<file path="src/rtl/regfile_wb_scheduler.sv">
// Writeback scheduler: arbitrates ALU/LSU results onto the single register file
// write port and keeps a pending-write scoreboard that stalls issue on RAW/WAW hazards.
module regfile_wb_scheduler #(
    parameter int XLEN       = 32,
    parameter int NREGS      = 32,
    parameter int FIXED_PRIO = 0
) (
    input  logic            clk,
    input  logic            rst_n,

    input  logic            issue_valid,
    input  logic [4:0]      issue_rs1,
    input  logic [4:0]      issue_rs2,
    input  logic [4:0]      issue_rd,
    output logic            issue_stall,

    input  logic            alu_valid,
    input  logic [4:0]      alu_rd,
    input  logic [XLEN-1:0] alu_data,
    output logic            alu_ready,

    input  logic            lsu_valid,
    input  logic [4:0]      lsu_rd,
    input  logic [XLEN-1:0] lsu_data,
    output logic            lsu_ready,

    output logic            rf_reg_write,
    output logic [4:0]      rf_rd,
    output logic [XLEN-1:0] rf_write_data,
    output logic [NREGS-1:0] busy_mask
);

    typedef enum logic {
        SRC_ALU = 1'b0,
        SRC_LSU = 1'b1
    } src_e;

    logic [NREGS-1:0] pending;
    logic [NREGS-1:0] pending_next;
    src_e             last_grant;

    logic             issue_accept;
    logic             alu_grant;
    logic             lsu_grant;
    logic             xfer;
    logic [4:0]       xfer_rd;
    logic [XLEN-1:0]  xfer_data;

    // pending[0] is forced low, so x0 can never cause a stall.
    assign issue_stall  = issue_valid &
                          (pending[issue_rs1] | pending[issue_rs2] | pending[issue_rd]);
    assign issue_accept = issue_valid & ~issue_stall;

    // NOTE: every always_comb output gets a default first, so no path can infer a latch.
    always_comb begin
        alu_grant = 1'b0;
        lsu_grant = 1'b0;
        if (alu_valid && lsu_valid) begin
            if (FIXED_PRIO != 0 || last_grant == SRC_LSU) begin
                alu_grant = 1'b1;
            end else begin
                lsu_grant = 1'b1;
            end
        end else begin
            alu_grant = alu_valid;
            lsu_grant = lsu_valid;
        end
    end

    assign alu_ready = alu_grant;
    assign lsu_ready = lsu_grant;
    assign xfer      = alu_grant | lsu_grant;
    assign xfer_rd   = alu_grant ? alu_rd   : lsu_rd;
    assign xfer_data = alu_grant ? alu_data : lsu_data;

    // Clear is applied before set, so a set to the same index wins.
    always_comb begin
        pending_next = pending;
        if (rf_reg_write) begin
            pending_next[rf_rd] = 1'b0;
        end
        if (issue_accept && issue_rd != 5'd0) begin
            pending_next[issue_rd] = 1'b1;
        end
        pending_next[0] = 1'b0;
    end

    // NOTE: sequential state uses non-blocking assignments so every flop samples pre-edge values.
    always_ff @(posedge clk or negedge rst_n) begin
        if (!rst_n) begin
            pending       <= '0;
            last_grant    <= SRC_LSU;
            rf_reg_write  <= 1'b0;
            rf_rd         <= 5'd0;
            rf_write_data <= '0;
        end else begin
            pending      <= pending_next;
            rf_reg_write <= xfer && (xfer_rd != 5'd0);
            if (xfer) begin
                last_grant <= alu_grant ? SRC_ALU : SRC_LSU;
            end
            // A transfer to x0 is consumed without disturbing the write port.
            if (xfer && xfer_rd != 5'd0) begin
                rf_rd         <= xfer_rd;
                rf_write_data <= xfer_data;
            end
        end
    end

    assign busy_mask = pending;

endmodule

</file>
<file path="config.mk">
export PLATFORM = sky130hd
export DESIGN_NAME = regfile_wb_scheduler
export DESIGN_NICKNAME = d
export VERILOG_FILES = /design/src/rtl/regfile_wb_scheduler.sv
export SDC_FILE = /design/constraint.sdc
export NUM_CORES = 1
export LEC_CHECK = 0
export ABC_AREA = 1
export BUFFER_PORTS_ARGS = -buffer_cell sky130_fd_sc_hd__buf_2
export CORE_MARGIN = 2
export CORE_UTILIZATION = 46
export CTS_CLUSTER_SIZE = 14
export DETAILED_ROUTE_END_ITERATION = 10
export HOLD_SLACK_MARGIN = 0.15
export PLACE_DENSITY = 0.78
export SYNTH_ARGS = -nofsm -noshare
export SYNTH_HDL_FRONTEND = slang
export SYNTH_SLANG_ARGS = --single-unit
</file>
<file path="constraint.sdc">
create_clock -name clk -period 2.7 [get_ports clk]
set_clock_uncertainty 0.2 [all_clocks]
set_input_delay 0.81 -clock clk [delete_from_list [all_inputs] [get_ports clk]]
set_output_delay 0.81 -clock clk [all_outputs]
set_load 0.03 [all_outputs]
</file>
# ---- Word-level counts from Yosys, hierarchy flattened
# Cells that the tools add are included.
dict set report totals {
  regBits 70
  inputBits 94
  out_inout_bits 73
  elab_cells 46
}
dict set report op_classes {
  magnitude_cmp 6
  muxes 19
  bitwise_logic 9
  reduce_logical 7
}
# operator n
set op_table {}
lappend op_table {{$mux W32} 3}
lappend op_table {{$and A32 B32 Y32} 1}
lappend op_table {{$not A32 Y32} 1}
lappend op_table {{$or A32 B32 Y32} 1}
lappend op_table {{$lt A5 B6 Y1 const B} 4}
lappend op_table {{$bmux W1 S5} 3}
lappend op_table {{$demux W1 S5} 2}
lappend op_table {{$ge A5 B1 Y1 const B} 2}
lappend op_table {{$mux W1} 10}
lappend op_table {{$reduce_bool A5 Y1} 2}
lappend op_table {{$logic_and A1 B1 Y1} 5}
lappend op_table {{$mux W5} 1}
lappend op_table {{$or A1 B1 Y1} 3}
lappend op_table {{$and A1 B1 Y1} 2}
lappend op_table {{$not A1 Y1} 1}

# ---- Logic depth before layout (Yosys ltp)
# Gate-level depths: netlist (run 1).
dict set report logic_depth {
  depth_word 9
  ltp_mapped 14
  mapped_depth_nobuf 12
}

# ---- Least setup slack after synthesis (run 1)
# Ideal clock, no wire load.
dict set report synth_timing {
  path_type {in2out}
  from {input port issue_rs1[0]}
  to {output port issue_stall}
  t_arrival_ns 2.345
  t_required_ns 1.690
  slack_ns -0.655
  cell_stages 12
  n_path_buf 2
  cell_sequence {buf_2 -> inv_2 -> buf_6 -> nand2_1 -> nand3_1 -> nand3_1 -> nand3_1 -> nand2_1 -> nand2_1 -> nand2_1 -> nor2_2 -> a21boi_0}
}
dict set report synth_between {
  elab_chain_cells 5
}
# element line
set synth_lines {}
lappend synth_lines {{from (decl)} 12} ;# input logic [4:0] issue_rs1,
lappend synth_lines {{$bmux W1 S5} 51} ;# (pending[issue_rs1] | pending[issue_rs2] | pending[issue_rd]);
lappend synth_lines {{$mux W1 (not written as such)} 51}
lappend synth_lines {{$or A1 B1 Y1 (2 in series)} 51}
lappend synth_lines {{$and A1 B1 Y1} 50} ;# assign issue_stall = issue_valid &
lappend synth_lines {{to (decl)} 15} ;# output logic issue_stall,
# No other way between the ends. The select of a mux whose other input is x is not followed.

# ---- Worst setup path in the final report (run 1)
dict set report layout_timing {
  from {input port issue_rs2[0]}
  to {output port issue_stall}
}
dict set report layout_between {
  elab_chain_cells 5
}
# element line
set layout_lines {}
lappend layout_lines {{from (decl)} 13} ;# input logic [4:0] issue_rs2,
lappend layout_lines {{$bmux W1 S5} 51}
lappend layout_lines {{$mux W1 (not written as such)} 51}
lappend layout_lines {{$or A1 B1 Y1 (2 in series)} 51}
lappend layout_lines {{$and A1 B1 Y1} 50}
# No other way between the ends. The select of a mux whose other input is x is not followed.

==> results by group, run 1 <==
Power and ir drop
  – Clock group share of total power: 19.9%
  – Sequential share of power: a little under a third
  – Power per cell area: around 840 nW/um^2
  – Comb pwr share: about half
  – Leakage: roughly 3.6 nW
  – Worst-case vdd ir drop: approximately 0.00042 V
  – Sw frac: 47.5%
  – NetSw: roughly 0.0026 W
  – Cell Int Power: between 0.002 and 0.003 W

Synth
  – Synth area leader: dfrtp_1
  – Mean Syn Cell Area: 6.52 sq um
  – Asr flop ratio synth: 100%
  – Post-Syn Instances: between 700 and 800
  – Post-synth EDFFs: 0
  – Top cells by area, synth: dfrtp_1, nand2_1, nand3_1, inv_1, nand4_1
  – Sequential area share after synthesis: a little under two fifths
  – Yosys reg bits: 70
  – Synth top area share: a little under two fifths
  – Synth Cell Area: 4680 sq um
  – Synth Warn #: 0
  – Most frequent cells after synthesis: nand2_1, dfrtp_1, nand3_1
  – Post-synth top flop: dfrtp_1
  – Distinct cell type count after synthesis: 31
  – Syn Nets: slightly above 800
  – Count leader, synth: nand2_1

Timing
  – Period utilization: 110%
  – Hold_ws: 0.272 ns
  – Final setup fails: 1
  – Final hold vios: 0
  – Fmax: 336 MHz
  – Final min period: 2.98 ns
  – Worst setup margin: -0.277 ns
  – RSZ-0062 raised after global routing: yes
  – Max-slew violations: 0

Job
  – Max_cap viols: 0

Worst setup path
  – Data arrival, critical path: 1.97 ns
  – CP max stage delay: roughly 0.15 ns
  – R2r endpoint: busy_mask[1]
  – R2r setup slk: around 0.43 ns
  – CP Cell Sequence: buf_6 -> buf_6 -> nand2_1 -> nand3_2 -> nand3_2 -> nand3_2 -> nand2_1 -> nand2_1 -> nand2_2 -> nor2_4 -> a21boi_4 -> buf_6
  – FF-to-FF Start: busy_mask[19]
  – Critical Path End Type: primary output
  – R2R cell count: 14
  – Required time of the critical path: ~1.7 ns
  – Crit Path Max Fanout: 14
  – Worst path slowest cell: a21boi_4
  – Setup CP Type: input port to primary output
  – CP Launch Type: input port

Route
  – DRC violations left: 0
  – Routed length per instance: between 15 and 20 um
  – DRT antenna net count: 0
  – Via count: ~5500
  – Initial DRC Count: around 440
  – Final wirelength: ~16000 um
  – DR pass1 iterations: 6
  – Via density: roughly 5.2

Global route
  – Vias in the first global route: 5195
  – Largest net degree at the start of global routing: between 70 and 80
  – Initial antenna violation count: 0
  – GRT Total Usage: roughly 29%
  – Total congestion overflow: 0
  – First-pass GRT wire length: about 25000 um

Clock tree
  – CTS tree: built
  – Root Buffer: clkbuf_8
  – TritonCTS buffer count: 9
  – Worst skew pair latency: ~0.35 ns
  – Clock-pin slew on the worst setup and hold paths: 0.07 ns
  – Longest Clk Path Bufs: 2
  – H-tree depth: 3
  – Clk sinks: 70

Place
  – Worst slack, placed: -0.460 ns
  – Dpl hpwl: approximately 12000 um
  – Port Buffers: 165
  – Cell area after placement: slightly below 6000 sq um
  – Routability-driven placement congestion ratio: roughly 0.95

Die
  – Core area: between 9000 and 10000 sq um
  – Die X: ~100 um
  – Rows: 36
  – Io pins: around 170
  – DIE AREA: 11000 sq um
  – Die Ht: between 100 and 150 um
  – Initial core utilization: between 40% and 50%

Final layout
  – Register Area: 1750 sq um
  – Util after Layout: about two thirds
  – # diodes: 0
  – Share of layout cells above drive strength 1: about a third
  – Area of the multi-input gates: between 2000 and 3000 sq um
  – Number of fill cells: around 950
  – Syn-to-layout area delta: 37.3%
  – Layout net count: approximately 1000
  – Final instance area: 6420 sq um

Hold path
  – Hold Path Class: input port to asynchronous set/reset pin

Status
  – Violated checks: setup timing
  – Outcome: finished with violations
[critical path: cells and delay by family]
kind / cells / cell delay, ns
AO/OA/AOI/OAI: 1 / 0.15
AND/OR/NAND/NOR: 8 / 0.62
buffers and inverters: 3 / 0.38
[metrics by stage]
step | power [W] | TNS, ns | cells
2_1_floorplan | 0.00321 | -0.125 | 717
3_3_place_gp | 0.00411 | -0.433 | 1024
3_5_place_dp | 0.00412 | -0.516 | 1024
4_1_cts | 0.00528 | -0.251 | 1044
5_1_grt | 0.00569 | -0.346 | 1047
6_report | 0.00540 | -0.277 | 1047
[cell type report]
cell class                      instances  area share [%]
Clock buffer                           11            2.36
Sequential cell                        70            27.3
Clock inverter                          5            1.62
Timing Repair Buffer                  215            20.3
Timing Repair inverter                  1           0.253
Multi-Input combinational cell        544            41.2
Inverter                               68            4.44
Tap cell                              133            2.59
[kinds of logic after synthesis]
logic type | synth area share [%]
buffers and inverters | 11.7
DFF | 37.5
other | 0.0802
AOI/OAI and AO/OA | 7.20
and+or+nand+nor | 43.3
muxes | 0.214
[flip-flops by register name, summed over array words and instances, names as in the netlist]
register,flops
busy_mask,31
last_grant,1
rf_rd,5
rf_reg_write,1
rf_write_data,32
[timing repair]
item	CTS	global route
setup buffers	3	3
gates cloned	1	0
endpoints found under the setup margin	1	1
gates resized for setup	47	34
hold buffers	0	0
pin swaps	27	22
[cell usage in the layout, fill, tap and decap left out, types with 2 or more instances in the layout]
cell and n:
inv_1 56, buf_2 159, nand2_4 12, a22oi_1 4, o211ai_1 2, buf_12 5, o22ai_1 2, buf_4 44
inv_2 7, clkbuf_8 11, nor3_2 4, buf_6 6, dfrtp_1 69, or2_1 2, clkinv_2 2, nand3_1 45
a21oi_2 2, nor3_1 3, o21ai_2 3, nor2_4 4, nor2_2 2, nand2_1 305, nand2_2 9, a21oi_1 4
inv_4 2, nand4_1 32, o21ai_0 38, nor2_1 42, nand3_2 23, bufinv_16 3
[power by group through the flow]
stage / sequential, W / combinational, W / clock [W]
floorplan: 0.00221 / 0.000999 / 0
finish: 0.00167 / 0.00266 / 0.00107
detailed placement: 0.00167 / 0.00245 / 0
CTS: 0.00166 / 0.00253 / 0.00108
global route: 0.00171 / 0.00286 / 0.00112
global placement: 0.00168 / 0.00243 / 0
[how the worst max path moves through the flow]
stage / startpoint / to / slack [ns]
finish: issue_rs2[0] / issue_stall / -0.28
global route: issue_rs2[0] / issue_stall / -0.35
CTS: issue_rs2[0] / issue_stall / -0.25
detailed placement: issue_rs1[0] / issue_stall / -0.46
global placement: issue_rs1[0] / issue_stall / -0.43
floorplan: issue_rs2[0] / issue_stall / -0.13
[routing by layer]
metal / global-route usage [%] / share of wire, %
met5: 0 / 0
met2: 48.7 / 49
met3: 5.61 / 9.2
met1: 36.2 / 39
met4: 11.6 / 2.5
No activity file was read; power rests on OpenSTA's default activity.
==> inputs of run 2 (changes only) <==
--- a/config.mk
+++ b/config.mk
@@ -7,12 +7,14 @@
 export LEC_CHECK = 0
 export ABC_AREA = 1
 export BUFFER_PORTS_ARGS = -buffer_cell sky130_fd_sc_hd__buf_2
+export CAP_MARGIN = 20
 export CORE_MARGIN = 2
 export CORE_UTILIZATION = 46
 export CTS_CLUSTER_SIZE = 14
 export DETAILED_ROUTE_END_ITERATION = 10
 export HOLD_SLACK_MARGIN = 0.15
 export PLACE_DENSITY = 0.78
+export SKIP_CTS_REPAIR_TIMING = 1
 export SYNTH_ARGS = -nofsm -noshare
 export SYNTH_HDL_FRONTEND = slang
 export SYNTH_SLANG_ARGS = --single-unit
==> constraint.sdc (replaced) <==
create_clock -name clk -period 2.7 [get_ports clk]
set_clock_uncertainty 0.2 [all_clocks]
set_input_delay 0.135 -clock clk [delete_from_list [all_inputs] [get_ports clk]]
set_output_delay 0.135 -clock clk [all_outputs]
set_load 0.03 [all_outputs]
==> run 2 against run 1 <==
Effect of this change:
- the run now ends clean
- die area unchanged
- first-iteration DRC count up 32%
- total power down 6.3%
- sequential share of layout area down 0.28 points
- hold slack worse by 0.14 ns
- design area up 1.1%
- critical path type is now input port to flop
- largest cell class unchanged
- largest power group unchanged
==> results by group, run 2 (synthesized netlist as in run 1, its figures left out) <==
Power and ir drop
  – Sw frac: 48.1% (+0.53 points)
  – Power per cell area: 780 nW/um^2 (-7.3%)
  – Clock group share of total power: 19.0% (-0.9 points)
  – Total power: 0.00506 W (-6.3%)
  – Worst-case vdd ir drop: 0.000416 V (-1.5%)
  – Sequential share of power: 33.3% (+2.3 points)
  – Comb pwr share: 47.7% (-1.4 points)
  – Leakage: 3.60 nW (-0.85%)
  – Cell Int Power: 0.00263 W (-7.2%)
  – NetSw: 0.00243 W (-5.3%)

Final layout
  – Layout net count: 1043 (+4.0%)
  – Number of fill cells: 826 (-13%)
  – Commonest cells after routing, fill and taps aside: nand2_1, buf_2, dlygate4sd3_1, dfrtp_1, nand3_1
  – Commonest non-fill, non-tap cell in the layout: nand2_1
  – Final instance area: 6490 sq um (+1.1%)
  – Reg with most FFs: rf_write_data
  – Util after Layout: 66.1% (+0.69 points)
  – # diodes: 0 (unchanged)
  – Max reg flops: 32 (unchanged)
  – Share of layout cells above drive strength 1: 22.1% (-11 points)
  – Syn-to-layout area delta: 38.8%

Timing
  – Relative slew margins: approximately two fifths
  – Fmax: 385 MHz (+15%)
  – Period utilization: 96.2% (-14 points)
  – Final setup fails: 0 (-1)
  – TNS Setup: 0 ns (+0.277 ns)
  – Max-slew violations: 0 (unchanged)
  – Worst Max-Slew Pin Slew: a little over 0.9 ns
  – Worst setup margin: 0.102 ns (+0.379 ns)
  – Final hold vios: 0 (unchanged)
  – Final min period: 2.60 ns (-0.379 ns)

Global route
  – Total congestion overflow: 0 (unchanged)
  – Initial antenna violation count: 0 (unchanged)
  – Vias in the first global route: 4823 (-7.2%)
  – Largest net degree at the start of global routing: 38 (-46%)
  – First-pass GRT wire length: 23200 um (-8.8%)
  – GRT Total Usage: 26.1% (-2.8 points)

Route
  – Initial DRC Count: 587 (+32%)
  – Length of routed met2 wiring: 8660 um (+11%)
  – DRT antenna net count: 0 (unchanged)
  – DRC violations left: 0 (unchanged)
  – Met1 WL: 6740 um (+9.4%)
  – Routed length per instance: 16.1 um (+6.7%)
  – Top routing layer used: met4
  – DR pass1 iterations: 5 (-1)
  – Met3 WL: 1710 um (+18%)
  – Final wirelength: 17500 um (+11%)
  – Via count: 5770 (+5.7%)
  – Via density: 5.31 (+1.8%)

Worst setup path
  – Setup CP Type: input port to flop
  – CP Launch Type: input port
  – Most used cell, CP: nand2_1
  – Top cell family by delay on the critical path: buffers and inverters
  – Data arrival, critical path: 2.63 ns (+0.66 ns)
  – CP Cell Sequence: dlygate4sd3_1 -> buf_2 -> inv_1 -> o21ai_2 -> inv_2 -> nand2_1 -> nand2_1 -> nor2_1 -> nand4_1 -> o21ai_2 -> inv_4 -> nand2_1 -> nand2_1
  – Crit Path Max Fanout: 37 (+23)
  – CP max stage delay: 0.51 ns (+0.36 ns)
  – Crit path buf inv count: 5 (+2)
  – Worst path slowest cell: dlygate4sd3_1
  – Required time of the critical path: 2.73 ns (+1.04 ns)
  – Critical Path End Type: flop

Place
  – Port Buffers: 165 (unchanged)
  – Dpl hpwl: 10800 um (-7.9%)
  – Cell area after placement: 5440 sq um (-6.2%)
  – Worst slack, placed: 0.171 ns (+0.631 ns)
  – Routability-driven placement congestion ratio: 0.976 (+2.4%)

Clock tree
  – TritonCTS buffer count: 9 (unchanged)
  – Root Buffer: clkbuf_8
  – H-tree depth: 3 (unchanged)
  – Clk sinks: 70 (unchanged)
  – Clock-pin slew on the worst setup and hold paths: 0.09 ns (+0.02 ns)
  – Longest Clk Path Bufs: 2 (unchanged)
  – Worst skew pair latency: 0.35 ns (about the same)
  – CTS tree: built

Die
  – DIE AREA: 11000 sq um (unchanged)
  – Initial core utilization: 47.6% (unchanged)
  – Rows: 36 (unchanged)
  – Die X: 105 um (unchanged)
  – Io pins: 167 (unchanged)
  – Die Ht: 105 um (unchanged)
  – Core area: 9820 sq um (unchanged)

Hold path
  – Hold Path Class: input port to flop

Status
  – Outcome: completed

Job
  – Max_cap viols: 0 (unchanged)
run 2: cell types whose count changed in the layout (fill, tap and decap cells not counted), moves of 5 or more:
cell and delta:
nand3_1 +23, dlygate4sd3_1 +82, buf_6 -6, buf_2 +6
buf_12 -5, buf_4 -35, nand2_2 -5, nand2_1 +17
nand3_2 -23, nand2_4 -12
run 2: power by group through the flow:
stage               registers, W  logic (W)  clock network, W
CTS                      0.00167    0.00223          0.000952
detailed placement       0.00168    0.00222                 0
finish                   0.00169    0.00241          0.000961
floorplan                0.00221   0.000977                 0
global route             0.00173    0.00261           0.00102
global placement         0.00168    0.00220                 0
run 2: layout make-up:
| class | count | area (sq um) | share of cell area [%] |
|---|---|---|---|
| inverter | 68 | 259 | 3.99 |
| clock inverter | 7 | 97.6 | 1.50 |
| clock buffer | 9 | 124 | 1.91 |
| sequential | 70 | 1750 | 27.0 |
| tap | 133 | 166 | 2.56 |
| multi-input combinational | 544 | 2370 | 36.6 |
| timing repair buffer | 256 | 1710 | 26.4 |
run 2: metrics by stage:
step,instances,hold WS [ns]
5_1_grt,1087,0.153
6_report,1087,0.133
3_5_place_dp,989,-0.00486
4_1_cts,1005,-0.383
2_1_floorplan,717,-0.361
3_3_place_gp,989,-0.00806
run 2: worst min-delay path, cell delays in order:
cell     delay [ns]
buf_2          0.14
nor3_1         0.08
inv_1          0.11
nor2_1         0.05
nand4_1        0.08
nand2_1        0.05
run 2: final timing paths:
path | start | end | slack [ns] | depth (start not counted)
setup reg to reg | last_grant | rf_write_data[17] | 0.16 | 9
min in group asynchronous | rst_n | rf_write_data[20] | 0.14 | 2
hold / removal | issue_rd[4] | busy_mask[11] | 0.13 | 6
setup / recovery | lsu_valid | rf_write_data[17] | 0.10 | 13
hold reg to reg | rf_write_data[25] | rf_write_data[25] | 0.28 | 2
max in group asynchronous | rst_n | last_grant | 1.34 | 3
run 2: per-layer routing:
metal / global-route usage, % / up-vias
li1: - / 2743
met1: 34.4 / 2641
met2: 43.3 / 341
met3: 4.68 / 45
met4: 8.57 / 0
met5: 0 / -
==> inputs of run 3 (changes only) <==
--- a/config.mk
+++ b/config.mk
@@ -8,10 +8,12 @@
 export ABC_AREA = 1
 export BUFFER_PORTS_ARGS = -buffer_cell sky130_fd_sc_hd__buf_2
 export CAP_MARGIN = 20
+export CORE_ASPECT_RATIO = 2
 export CORE_MARGIN = 2
 export CORE_UTILIZATION = 46
 export CTS_CLUSTER_SIZE = 14
 export DETAILED_ROUTE_END_ITERATION = 10
+export GPL_TIMING_DRIVEN = 1
 export HOLD_SLACK_MARGIN = 0.15
 export PLACE_DENSITY = 0.78
 export SKIP_CTS_REPAIR_TIMING = 1
==> run 3 against run 2 <==
Effect of this change:
- clock-buffer cell count is 2 higher
- routed wire length increased by 0.13%
- critical endpoint is now rf_write_data[16]
- highest routed layer unchanged
- largest power group unchanged
- sequential power is essentially flat
==> results by group, run 3 (synthesized netlist as in run 1, its figures left out) <==
Worst setup path
  – R2R cell count: 8 (-1)
  – Worst path slowest cell: dlygate4sd3_1
  – Setup CP Type: input port to flop
  – CP Launch Type: input port
  – Worst setup startpoint: lsu_valid
  – FF-to-FF Start: last_grant
  – R2r setup slk: 0.33 ns (+0.17 ns)
  – CP Cell Sequence: dlygate4sd3_1 -> buf_2 -> inv_1 -> o21ai_2 -> buf_4 -> or2_1 -> o21ai_0 -> nand4_1 -> o21ai_2 -> inv_2 -> nand2_1 -> nand2_1
  – CP max stage delay: 0.52 ns (about the same)
  – Critical Path End Type: flop
  – Required time of the critical path: 2.77 ns (+0.04 ns)
  – Crit Path Max Fanout: 37 (unchanged)
  – R2r endpoint: rf_write_data[13]
  – Data arrival, critical path: 2.44 ns (-0.19 ns)

Clock tree
  – H-tree depth: 3 (unchanged)
  – Root Buffer: clkbuf_16
  – Clock-pin slew on the worst setup and hold paths: 0.05 ns (-0.04 ns)
  – TritonCTS buffer count: 9 (unchanged)
  – Longest Clk Path Bufs: 2 (unchanged)
  – Clk sinks: 70 (unchanged)
  – Worst skew pair latency: 0.33 ns (-0.02 ns)
  – CTS tree: built

Timing
  – TNS Setup: 0 ns (unchanged)
  – Final setup fails: 0 (unchanged)
  – Worst Max-Slew Pin Slew: 0.931 ns (+0.00498 ns)
  – Final hold vios: 0 (unchanged)
  – Max-slew violations: 0 (unchanged)
  – Hold_ws: 0.138 ns (+0.00512 ns)
  – Relative slew margins: 37.9% (-0.33 points)
  – RSZ-0062 raised after global routing: no
  – Final min period: 2.38 ns (-0.221 ns)
  – Fmax: 421 MHz (+9.3%)
  – Period utilization: 88.0% (-8.2 points)
  – Worst setup margin: 0.323 ns (+0.221 ns)

Route
  – Final wirelength: 17500 um (+0.13%)
  – Via density: 5.46 (+2.8%)
  – DRT antenna net count: 0 (unchanged)
  – DR pass1 iterations: 7 (+2)
  – Routed length per instance: 16.2 um (+0.32%)
  – DRC violations left: 0 (unchanged)
  – Via count: 5922 (+2.6%)
  – Initial DRC Count: 464 (-21%)

Final layout
  – Max reg flops: 32 (unchanged)
  – Commonest cells after routing, fill and taps aside: nand2_1, buf_2, dlygate4sd3_1, dfrtp_1, nand3_1
  – Commonest non-fill, non-tap cell in the layout: nand2_1
  – Final instance area: 6540 sq um (+0.79%)
  – Number of fill cells: 880 (+6.5%)
  – Reg with most FFs: rf_write_data
  – Register Area: 1750 sq um (unchanged)
  – Area of the multi-input gates: 2370 sq um (unchanged)
  – Syn-to-layout area delta: 39.9%
  – Layout net count: 1042 (-0.096%)
  – # diodes: 0 (unchanged)
  – Share of layout cells above drive strength 1: 22.1% (about the same)

Power and ir drop
  – Total power: 0.00523 W (+3.3%)
  – Worst-case vdd ir drop: 0.000460 V (+11%)
  – Power per cell area: 799 nW/um^2 (+2.5%)
  – Leakage: 3.63 nW (+1.0%)

Global route
  – Vias in the first global route: 5040 (+4.5%)
  – Total congestion overflow: 0 (unchanged)
  – GRT Total Usage: 27.9% (+1.9 points)
  – Largest net degree at the start of global routing: 57 (+50%)
  – Initial antenna violation count: 0 (unchanged)
  – First-pass GRT wire length: 23800 um (+2.5%)

Place
  – Routability-driven placement congestion ratio: 0.904 (-7.3%)
  – Cell area after placement: 5480 sq um (+0.69%)
  – Port Buffers: 165 (unchanged)
  – Worst slack, placed: 0.481 ns (+0.311 ns)
  – Dpl hpwl: 11600 um (+7.7%)

Die
  – Rows: 52 (+44%)
  – DIE AREA: 11000 sq um (+0.44%)
  – Core area: 10000 sq um (+2.0%)
  – Io pins: 167 (unchanged)
  – Initial core utilization: 46.7% (-0.95 points)
  – Die Ht: 147 um (+40%)
  – Die X: 75.3 um (-28%)

Hold path
  – Worst Hold Depth: 6 (unchanged)
  – WHS Endpoint: busy_mask[2]
  – Hold Path Class: input port to flop
  – Hold path start: issue_rd[3]

Job
  – Max_cap viols: 0 (unchanged)

Status
  – Outcome: completed
-- run 3: power breakdown --
group          total [W]  internal (W)  switching [W]  leakage [nW]
registers        0.00172       0.00136       0.000360         0.848
clock network    0.00114      0.000723       0.000414         0.137
logic            0.00237      0.000745        0.00163          2.65
-- run 3: through the flow --
stage               util (%)  std cells
floorplan                  -        717
global placement        54.7        994
detailed placement      54.7        994
CTS                     57.5       1007
global route            65.3       1085
finish                  65.3       1085
-- run 3: area by class of cell --
type                            count  area share [%]
Multi-Input combinational cell    544            36.3
Sequential cell                    70            26.8
Timing Repair Buffer              255            26.1
Inverter                           68            3.92
Clock buffer                       11            3.71
Tap cell                          135            2.58
Clock inverter                      2           0.536
-- run 3: critical path: cells and delay by family --
family                 cells  cell delay [ns]
AO/OA/AOI/OAI              3             0.33
buffers and inverters      5             1.46
AND/OR/NAND/NOR            4             0.52
-- run 3: worst max path at each step --
| stage | to | slack (ns) | cells past startpoint |
|---|---|---|---|
| finish | rf_write_data[16] | 0.32 | 12 |
| global route | rf_rd[3] | 0.14 | 11 |
| CTS | issue_stall | 0.37 | 11 |
| detailed placement | rf_write_data[1] | 0.48 | 10 |
| global placement | rf_rd[3] | 0.53 | 9 |
| floorplan | issue_stall | 0.52 | 8 |
-- run 3: per-layer routing --
| metal | vias up | share of wire (%) | global-route usage, % | wire length (um) |
|---|---|---|---|---|
| li1 | 2740 | - | - | - |
| met4 | 0 | 5.1 | 15.6 | 890 |
| met1 | 2716 | 34 | 29.1 | 5880 |
| met2 | 386 | 54 | 49.8 | 9450 |
| met3 | 80 | 7.5 | 4.83 | 1310 |
| met5 | - | 0 | 0 | 0 |
